[src/rtl/timer_dev_pkg.sv]
// Shared definitions for the timer device: register offsets, CTRL field
// positions, MODE encodings and the FSM state encoding. The bus bridge
// imports the same offsets.
package timer_dev_pkg;

    localparam logic [1:0] OFF_CTRL     = 2'd0;
    localparam logic [1:0] OFF_PRESET   = 2'd1;
    localparam logic [1:0] OFF_COUNT    = 2'd2;
    localparam logic [1:0] OFF_PRESCALE = 2'd3;

    localparam int CTRL_EN_BIT   = 0;
    localparam int CTRL_MODE_LSB = 1;
    localparam int CTRL_IM_BIT   = 3;

    localparam logic [1:0] MODE_ONESHOT = 2'b00;
    localparam logic [1:0] MODE_RELOAD  = 2'b01;

    typedef enum logic [1:0] {
        ST_IDLE = 2'd0,
        ST_LOAD = 2'd1,
        ST_CNT  = 2'd2,
        ST_INT  = 2'd3
    } state_e;

    // Field order matches the CTRL bit layout, so a cast from wdata[3:0] works.
    typedef struct packed {
        logic       im;
        logic [1:0] mode;
        logic       en;
    } ctrl_t;

endpackage

[src/rtl/timer_dev_if.sv]
// Device-bus port between the system bridge (master) and the timer (slave).
interface timer_dev_if;
    logic [1:0]  dev_addr;
    logic        dev_we;
    logic [31:0] dev_wdata;
    logic [31:0] dev_rdata;

    modport master (output dev_addr, output dev_we, output dev_wdata, input dev_rdata);
    modport slave  (input dev_addr, input dev_we, input dev_wdata, output dev_rdata);
endinterface

[src/rtl/timer_dev_prescaler.sv]
// Count tick generator for the timer. Only built when TIMER_PRESCALE_EN is
// defined; tick_o fires once every (prescale_i+1) cycles after clear_i drops.
`ifdef TIMER_PRESCALE_EN
module timer_dev_prescaler #(
    parameter int W = 16
) (
    input  logic         clk_i,
    input  logic         rst_ni,
    input  logic         clear_i,
    input  logic [W-1:0] prescale_i,
    output logic         tick_o
);

    logic [W-1:0] cnt_q, cnt_d;

    // >= rather than == so a PRESCALE write lowering the limit cannot strand the counter.
    always_comb begin
        tick_o = (cnt_q >= prescale_i);
        cnt_d  = cnt_q + 1'b1;
        if (clear_i || tick_o) cnt_d = '0;
    end

    // Prescale counter register.
    always_ff @(posedge clk_i or negedge rst_ni) begin
        if (!rst_ni) cnt_q <= '0;
        else         cnt_q <= cnt_d;
    end

endmodule
`endif

[src/rtl/timer_dev.sv]
// Memory-mapped countdown timer with one-shot and auto-reload interrupts.
// Optional prescaler on offset 3 is enabled by defining TIMER_PRESCALE_EN.
//
// state | meaning
// IDLE  | timer stopped, waiting for EN
// LOAD  | COUNT <= PRESET
// CNT   | counting down; COUNT==0 moves to INT
// INT   | terminal count; one-shot holds until CTRL/PRESET write, reload lasts one cycle
module timer_dev
    import timer_dev_pkg::*;
#(
    parameter int CNT_W      = 32,
    parameter int PRESCALE_W = 16
) (
    input  logic       clk_i,
    input  logic       rst_ni,
    timer_dev_if.slave bus,
    output logic       irq_o
);

    if (CNT_W < 1 || CNT_W > 32 || PRESCALE_W < 1 || PRESCALE_W > 32) begin : g_bad_param
        $error("timer_dev: CNT_W and PRESCALE_W must be within 1..32");
    end

    state_e           state_q, state_d;
    ctrl_t            ctrl_q, ctrl_d;
    logic [CNT_W-1:0] preset_q, preset_d;
    logic [CNT_W-1:0] count_q, count_d;
    logic             irq_q, irq_d;

    logic ctrl_we, preset_we, en_sw, im_sw, reload_mode, cnt_zero, tick;
    logic load_cnt, dec_cnt, hw_clr_en;

    // A CTRL store acts on the FSM in the same edge it lands, so the bus value
    // is looked at ahead of the register.
    assign ctrl_we     = bus.dev_we && (bus.dev_addr == OFF_CTRL);
    assign preset_we   = bus.dev_we && (bus.dev_addr == OFF_PRESET);
    assign en_sw       = ctrl_we ? bus.dev_wdata[CTRL_EN_BIT] : ctrl_q.en;
    assign im_sw       = ctrl_we ? bus.dev_wdata[CTRL_IM_BIT] : ctrl_q.im;
    assign reload_mode = (ctrl_q.mode == MODE_RELOAD);
    assign cnt_zero    = (count_q == '0);

`ifdef TIMER_PRESCALE_EN
    logic [PRESCALE_W-1:0] prescale_q;
    logic                  prescale_we;

    assign prescale_we = bus.dev_we && (bus.dev_addr == OFF_PRESCALE);

    // PRESCALE register.
    always_ff @(posedge clk_i or negedge rst_ni) begin
        if (!rst_ni)          prescale_q <= '0;
        else if (prescale_we) prescale_q <= bus.dev_wdata[PRESCALE_W-1:0];
    end

    timer_dev_prescaler #(.W(PRESCALE_W)) u_prescaler (
        .clk_i      (clk_i),
        .rst_ni     (rst_ni),
        .clear_i    ((state_q == ST_IDLE) || (state_q == ST_LOAD)),
        .prescale_i (prescale_q),
        .tick_o     (tick)
    );
`else
    assign tick = 1'b1;
`endif

    // FSM state register.
    always_ff @(posedge clk_i or negedge rst_ni) begin
        if (!rst_ni) state_q <= ST_IDLE;
        else         state_q <= state_d;
    end

    // FSM next-state logic.
    always_comb begin
        state_d = state_q;
        unique case (state_q)
            ST_IDLE: if (en_sw) state_d = ST_LOAD;
            ST_LOAD: state_d = en_sw ? ST_CNT : ST_IDLE;
            ST_CNT: begin
                if (!en_sw)        state_d = ST_IDLE;
                else if (cnt_zero) state_d = ST_INT;
            end
            ST_INT: begin
                // One-shot has already dropped EN, so only a register store releases it.
                if (reload_mode)                 state_d = en_sw ? ST_LOAD : ST_IDLE;
                else if (ctrl_we || preset_we)   state_d = ST_IDLE;
            end
            default: state_d = ST_IDLE;
        endcase
    end

    // FSM outputs: datapath strobes and the next irq value.
    always_comb begin
        load_cnt  = (state_q == ST_LOAD) && (state_d == ST_CNT);
        dec_cnt   = (state_q == ST_CNT) && (state_d == ST_CNT) && tick && !cnt_zero;
        hw_clr_en = (state_q == ST_CNT) && (state_d == ST_INT) && !reload_mode;
        irq_d     = (state_d == ST_INT) && im_sw;
    end

    // Register next values; a software CTRL store overrides the hardware EN clear.
    always_comb begin
        ctrl_d = ctrl_q;
        if (hw_clr_en) ctrl_d.en = 1'b0;
        if (ctrl_we)   ctrl_d = ctrl_t'(bus.dev_wdata[CTRL_IM_BIT:CTRL_EN_BIT]);

        preset_d = preset_we ? bus.dev_wdata[CNT_W-1:0] : preset_q;

        count_d = count_q;
        if (load_cnt)     count_d = preset_q;
        else if (dec_cnt) count_d = count_q - 1'b1;
    end

    // CTRL, PRESET, COUNT and irq registers.
    always_ff @(posedge clk_i or negedge rst_ni) begin
        if (!rst_ni) begin
            ctrl_q   <= '0;
            preset_q <= '0;
            count_q  <= '0;
            irq_q    <= 1'b0;
        end else begin
            ctrl_q   <= ctrl_d;
            preset_q <= preset_d;
            count_q  <= count_d;
            irq_q    <= irq_d;
        end
    end

    assign irq_o = irq_q;

    // Side-effect-free read mux.
    always_comb begin
        bus.dev_rdata = '0;
        unique case (bus.dev_addr)
            OFF_CTRL:     bus.dev_rdata = 32'(ctrl_q);
            OFF_PRESET:   bus.dev_rdata = 32'(preset_q);
            OFF_COUNT:    bus.dev_rdata = 32'(count_q);
`ifdef TIMER_PRESCALE_EN
            OFF_PRESCALE: bus.dev_rdata = 32'(prescale_q);
`else
            OFF_PRESCALE: bus.dev_rdata = '0;
`endif
            default:      bus.dev_rdata = '0;
        endcase
    end

endmodule

[src/flat_wrapper.sv]
// flat-port wrapper written by rule: the top's interface ports become plain ports
module timer_dev_flat import timer_dev_pkg::*;
#(
    parameter int CNT_W      = 32,
    parameter int PRESCALE_W = 16
)
  (clk_i, rst_ni, irq_o, bus_dev_addr, bus_dev_we, bus_dev_wdata, bus_dev_rdata);
  timer_dev_if bus_i ();
  input  logic clk_i;
  input  logic rst_ni;
  output logic irq_o;
  input wire logic [$bits(bus_i.dev_addr)-1:0] bus_dev_addr;
  input wire logic [$bits(bus_i.dev_we)-1:0] bus_dev_we;
  input wire logic [$bits(bus_i.dev_wdata)-1:0] bus_dev_wdata;
  output wire logic [$bits(bus_i.dev_rdata)-1:0] bus_dev_rdata;
  assign bus_i.dev_addr = bus_dev_addr;
  assign bus_i.dev_we = bus_dev_we;
  assign bus_i.dev_wdata = bus_dev_wdata;
  assign bus_dev_rdata = bus_i.dev_rdata;
  timer_dev #(.CNT_W(CNT_W), .PRESCALE_W(PRESCALE_W)) u_core (.clk_i(clk_i), .rst_ni(rst_ni), .bus(bus_i), .irq_o(irq_o));
endmodule
[config.mk]
export PLATFORM = sky130hd
export DESIGN_NAME = timer_dev_flat
export DESIGN_NICKNAME = d
export VERILOG_FILES = /design/src/rtl/timer_dev_pkg.sv /design/src/rtl/timer_dev_if.sv /design/src/rtl/timer_dev_prescaler.sv /design/src/rtl/timer_dev.sv /design/src/flat_wrapper.sv
export SDC_FILE = /design/constraint.sdc
export NUM_CORES = 1
export LEC_CHECK = 0
export ABC_AREA = 0
export CAP_MARGIN = 30
export CORE_ASPECT_RATIO = 2
export CORE_MARGIN = 2
export CORE_UTILIZATION = 54
export CTS_CLUSTER_SIZE = 16
export DETAILED_ROUTE_END_ITERATION = 7
export HOLD_SLACK_MARGIN = 0.02
export PLACE_DENSITY_LB_ADDON = 0.25
export SLEW_MARGIN = 25
export SYNTH_ARGS = -nofsm -noshare
export SYNTH_HDL_FRONTEND = slang
export SYNTH_SLANG_ARGS = --single-unit
export TNS_END_PERCENT = 100
[constraint.sdc]
create_clock -name clk_i -period 3.3 [get_ports clk_i]
set_input_delay 0.825 -clock clk_i [delete_from_list [all_inputs] [get_ports clk_i]]
set_output_delay 0.825 -clock clk_i [all_outputs]
set_load 0.02 [all_outputs]
==> run metrics, run 1 <==
Reg2Reg Depth 9; Die Area 0.00868 sq mm; post-synth top area cell dfrtp_1; Placer Congestion between 0.9 and 1; drt via density just under 7; Post-synth EDFFs 0; Rel. slew slack 0.472; Post-Syn Area 0.00427 sq mm; htree depth 3; Tmin final ~3.1 ns; Power Density just under 800 mW/mm^2; Num CTS Buffers 9; post-layout power between 4 and 5 mW; ys flop type dfrtp_1; Clk Tree Root Cell clkbuf_16; layout cell share with drive strength beyond 1 0.187; Yosys warning count 0; worst slew pin tran 0.790 ns; initial core utilization 0.558; Setup crit end kind register; Post-Syn Nets around 480; Hold Vio Cnt, Final 0; total gr overflow 0; Area contributors post-synth dfrtp_1, mux2_2, a22o_1; CTS tree built; crit start category input port; clock latency on the worst-skew pair 0.34 ns; Initial DRC Count 369; status complete, no violations; drt pass-1 iters 6; critical path peak fanout 10; core box area 0.00766 sq mm; first-pass GRT wire length between 20000 and 25000 um; Post-synth ARST share 1.00; Hold WC Path Type input port to async pin; port buffer count 69; DP HPWL slightly below 9000 um; Worst Skew between 0.006 and 0.007 ns; Final period util 0.954; R2R Setup Slk 0.37 ns; clk buf depth 2; CTS clock-pin slew for the worst setup and hold paths ~0.05 ns; Yosys reg bits 71; final antenna-violating net count 0; Peak VDD IR approximately 0.50 mV; P_leak 2.40 nW; WL/cell ~20 um; maxcap violations 0; row cnt 45; # diodes 0; DR vias 4180; GR Util All Layers 0.309; Final Slew Violations 0; antenna violations before repair 0; DR DRC count 0; WHS approximately 0.51 ns; r2r startpoint u_core.count_q[0]; height of the die roughly 130 um; Final Setup Violations 0; Data required, critical path between 3 and 4 ns; IO Count 70; P&R area growth vs syn 29.6%; Die X approximately 67 um; RSZ-0062 raised after global routing no; pre-CTS setup slack -0.202 ns; capture point of the worst reg-to-reg path u_core.count_q[7]; Distinct cells, synth 55; sequential area share after synthesis 0.416; Max Fclk around 320 MHz; final wirelength roughly 13000 um; Synth top area share 0.416; cell count after synthesis 443; final worst setup slack roughly 0.15 ns; Num Clock Sinks slightly above 70; mean area per synthesized cell about 9.6 sq um; Final nets 557; largest net degree at the start of global routing approximately 70; postcts setup bufs 0; vias in the first global route between 4000 and 5000; cts-stage hold buffer count 0; WS Path Type input port to register; crit path DAT 3.37 ns
layout by cell type, fill, tap and decap left out, drive strengths merged, types with 15 or more instances in the layout:
| cell | count |
|---|---|
| a21oi | 23 |
| nand4 | 15 |
| buf | 40 |
| dlygate4sd2 | 33 |
| a41oi | 20 |
| a22o | 28 |
| clkdlybuf4s50 | 35 |
| nand2 | 29 |
| o21ai | 21 |
| nor4 | 15 |
| mux2 | 33 |
| dfrtp | 71 |
worst max path at each step:
stage	cells after the start	startpoint	slack, ns	endpoint
after floorplan	7	bus_dev_addr[1]	0.28	u_core.count_q[10]
after global placement	10	bus_dev_addr[1]	-0.17	u_core.count_q[18]
after detailed placement	6	bus_dev_addr[0]	-0.20	bus_dev_rdata[2]
after CTS	10	bus_dev_addr[1]	0.17	u_core.count_q[29]
after global routing	10	bus_dev_addr[1]	0.05	u_core.count_q[29]
final	10	bus_dev_addr[1]	0.15	u_core.count_q[29]
synthesized netlist by cell type, types with 3 or more instances:
cell type / number
dfrtp_1: 71
clkbuf_1: 33
mux2_2: 33
nand2_1: 29
a22o_1: 28
a21oi_1: 23
o21ai_0: 21
a41oi_1: 20
nand4_1: 15
nor4_1: 15
nor2_1: 14
nor3_1: 14
inv_1: 9
nand3_1: 9
o22ai_1: 8
o2bb2ai_1: 8
mux2i_1: 6
nand2b_1: 6
or3_1: 6
buf_1: 5
nor2b_1: 5
o31ai_1: 5
or4_1: 5
and3_1: 4
nand4b_1: 4
o32ai_1: 4
a31oi_1: 3
buf_6: 3
o2111a_1: 3
per-layer routing:
metal | global-route usage | wire (um)
met5 | 0 | 0
met1 | 0.345 | 4480
met4 | 0.172 | 457
met2 | 0.537 | 6780
met3 | 0.0612 | 791
worst max-delay path, cell delays in order:
cell and delay [ns]:
clkdlybuf4s50_1 0.42, buf_4 0.16, buf_4 0.17, nor3b_1 0.37, buf_4 0.19, mux2i_2 0.44
o31ai_4 0.15, and3_1 0.24, buf_4 0.19, o211a_1 0.21
metrics by stage:
step                TNS [ns]  utilization  cell area [sq um]  instances
finish                     0        0.723               5530        618
global route               0        0.723               5530        618
CTS                        0        0.720               5510        617
detailed placement     -7.24        0.686               5260        601
global placement       -5.18        0.686               5260        601
floorplan                  0            -               4270        443
flip-flops by register name, indices dropped and copies added, names as in the netlist:
| register | flops |
|---|---|
| u_core.count_q | 32 |
| u_core.preset_q | 32 |
| u_core.ctrl_q | 4 |
| u_core.state_q | 2 |
| u_core.irq_o | 1 |
power by group:
part | internal [mW] | total [mW] | switching [mW]
Sequential | 1.13 | 1.57 | 0.433
Combinational | 0.817 | 1.82 | 1.00
Clock | 0.605 | 0.956 | 0.351
Total | 2.56 | 4.34 | 1.79
logic make-up (layout without fill, tap and decap cells):
logic type / after synthesis / after routing / synth area share
compound gates: 144 / 144 / 0.251
simple gates: 136 / 136 / 0.177
flops: 71 / 71 / 0.416
buf+inv: 52 / 133 / 0.0516
mux: 39 / 39 / 0.101
fa+ha+maj: 1 / 1 / 0.00293
cell type report:
cell class	count	area, sq um
multi-input combinational	320	2300
clock inverter	3	42.5
inverter	9	33.8
fill	602	2120
timing repair buffer	108	1010
clock buffer	13	250
tap	94	118
sequential	71	1780
what timing repair did:
action,in CTS,in global routing
resized for setup,34,0
hold endpoints to repair,0,0
setup endpoints to repair,32,0
No activity file was read; power rests on OpenSTA's default activity.
==> run 2: changes to the inputs <==
Settings changed: CELL_PAD_IN_SITES_DETAIL_PLACEMENT set to 0, CELL_PAD_IN_SITES_GLOBAL_PLACEMENT set to 1, CORE_UTILIZATION 54 to 41.
==> run 2 against run 1 <==
  * Critical path type is now input port to output port
  * First-iteration DRC count fell by 8.1%
  * Via count fell by 0.86%
  * Cell area rose by 1.5%
  * Die area rose by 30%
  * Total power fell by 0.34%
  * Final cell count rose by 7.6%
  * Combinational power barely moved
  * Non-clock buffer count rose by 6
  * Hold slack improved by 0.011 ns
  * Flip-flop and latch count did not move
  * Highest routed layer unchanged
  * Largest power group unchanged
==> run metrics, run 2 (synthesis results as in run 1) <==
vias in the first global route 4265 (was 4207); CTS tree built (unchanged); most frequent cells in the layout dfrtp_1, buf_4, clkdlybuf4s50_1, mux2_2, dlygate4sd2_1 (was dfrtp_1, clkdlybuf4s50_1, mux2_2, dlygate4sd2_1, buf_4); Rel. slew slack 0.444 (was 0.472); Num CTS Buffers 9 (unchanged); Final nets 563 (was 557); WS Path Type input port to output port (was input port to register); postcts setup bufs 0 (unchanged); crit start category input port (unchanged); DR DRC count 0 (unchanged); Power Density 771 mW/mm^2 (was 785 mW/mm^2); drt pass-1 iters 5 (was 6); clock latency on the worst-skew pair 0.34 ns (about the same); # diodes 0 (unchanged); clk buf depth 2 (unchanged); R2R Setup Slk 0.50 ns (was 0.37 ns); GR Util All Layers 0.244 (was 0.309); worst slew pin tran 0.833 ns (was 0.790 ns); pre-CTS setup slack -0.201 ns (was -0.202 ns); Post-Route Utilization 0.553 (was 0.723); Final Slew Violations 0 (unchanged); DP HPWL 9510 um (was 8770 um); Hold WC Path Type register to register (was input port to async pin); initial core utilization 0.421 (was 0.558); crit path DAT 2.37 ns (was 3.37 ns); WHS 0.524 ns (was 0.512 ns); largest net degree at the start of global routing 40 (was 72); Die Area 0.0113 sq mm (was 0.00868 sq mm); Resized Gates After CTS 33 (was 34); Final period util 0.968 (was 0.954); core box area 0.0101 sq mm (was 0.00766 sq mm); Peak VDD IR 0.444 mV (was 0.497 mV); Max Fclk 313 MHz (was 318 MHz); final wirelength 13400 um (was 12500 um); antenna violations before repair 0 (unchanged); P&R area growth vs syn 31.5% (was 29.6%); maxcap violations 0 (unchanged); status complete, no violations (unchanged); Hold Crit Depth 1; RSZ-0062 raised after global routing no (unchanged); Largest regs u_core.count_q: 32 flops, u_core.preset_q: 32 flops, u_core.ctrl_q: 4 flops (unchanged); post-layout power 4.33 mW (was 4.34 mW); first-pass GRT wire length 21900 um (was 20400 um); Final Setup Violations 0 (unchanged); Initial DRC Count 339 (was 369); layout cell share with drive strength beyond 1 0.198 (was 0.187); Die X 76.2 um (was 66.9 um); cell area after layout 0.00562 sq mm (was 0.00553 sq mm); CTS clock-pin slew for the worst setup and hold paths 0.05 ns (about the same); Data required, critical path 2.47 ns (was 3.52 ns); IO Count 70 (unchanged); drt via density 6.23 (was 6.76); height of the die 148 um (was 130 um); total gr overflow 0 (unchanged); critical path peak fanout 33 (was 10); port buffer count 69 (unchanged); Reg2Reg Depth 10 (was 9); P_leak 2.43 nW (was 2.40 nW); DR vias 4144 (was 4180); final antenna-violating net count 0 (unchanged); cts-stage hold buffer count 0 (unchanged); Tmin final 3.19 ns (was 3.15 ns); commonest non-fill, non-tap cell in the layout dfrtp_1 (unchanged); Setup crit end kind output port (was register); htree depth 3 (unchanged); Placed Area 0.00536 sq mm (was 0.00526 sq mm); final worst setup slack 0.107 ns (was 0.151 ns); row cnt 52 (was 45); Placer Congestion 0.901 (was 0.910); Clk Tree Root Cell clkbuf_16 (unchanged); WL/cell 20.1 um (was 20.2 um); Num Clock Sinks 71 (unchanged); Hold Vio Cnt, Final 0 (unchanged); Worst Skew 0.00534 ns (was 0.00697 ns)
[run 2: path summary, 6_finish.rpt]
kind,from,end
max,bus_dev_addr[0],bus_dev_rdata[21]
min,u_core.preset_q[27],u_core.preset_q[27]
max reg2reg,u_core.count_q[0],u_core.count_q[8]
min reg2reg,u_core.preset_q[27],u_core.preset_q[27]
max in group asynchronous,rst_ni,u_core.preset_q[29]
min in group asynchronous,rst_ni,u_core.count_q[10]
[run 2: cell type report]
class | instances | area [sq um]
multi-input cells | 320 | 2290
inverters | 9 | 33.8
fillers | 971 | 4530
flip-flops and latches | 71 | 1780
clock inverters | 4 | 45.0
clock buffers | 12 | 246
well taps | 135 | 169
repair buffers | 114 | 1050
[run 2: worst max-delay path, cell delays in order]
cell             delay (ns)
clkdlybuf4s50_1        0.54
nor2b_2                0.22
buf_12                 0.20
a22o_1                 0.21
dlygate4sd2_1          0.35
[run 2: per-layer routing]
metal / GRT usage / share of wire / vias up
met3: 0.0346 / 0.042 / 33
met1: 0.266 / 0.38 / 2051
met4: 0.115 / 0.037 / 0
met2: 0.461 / 0.55 / 147
li1: - / - / 1913
met5: 0 / 0 / -
[run 2: per-stage QoR]
step | cells | setup TNS [ns]
after floorplan | 443 | 0
after global placement | 649 | -4.39
after detailed placement | 649 | -6.53
after CTS | 665 | 0
after global routing | 665 | 0
final | 665 | 0
[run 2: power breakdown]
group | internal, mW | switching (mW) | total [mW]
clock network | 0.602 | 0.362 | 0.964
registers | 1.13 | 0.431 | 1.56
logic | 0.789 | 1.01 | 1.80
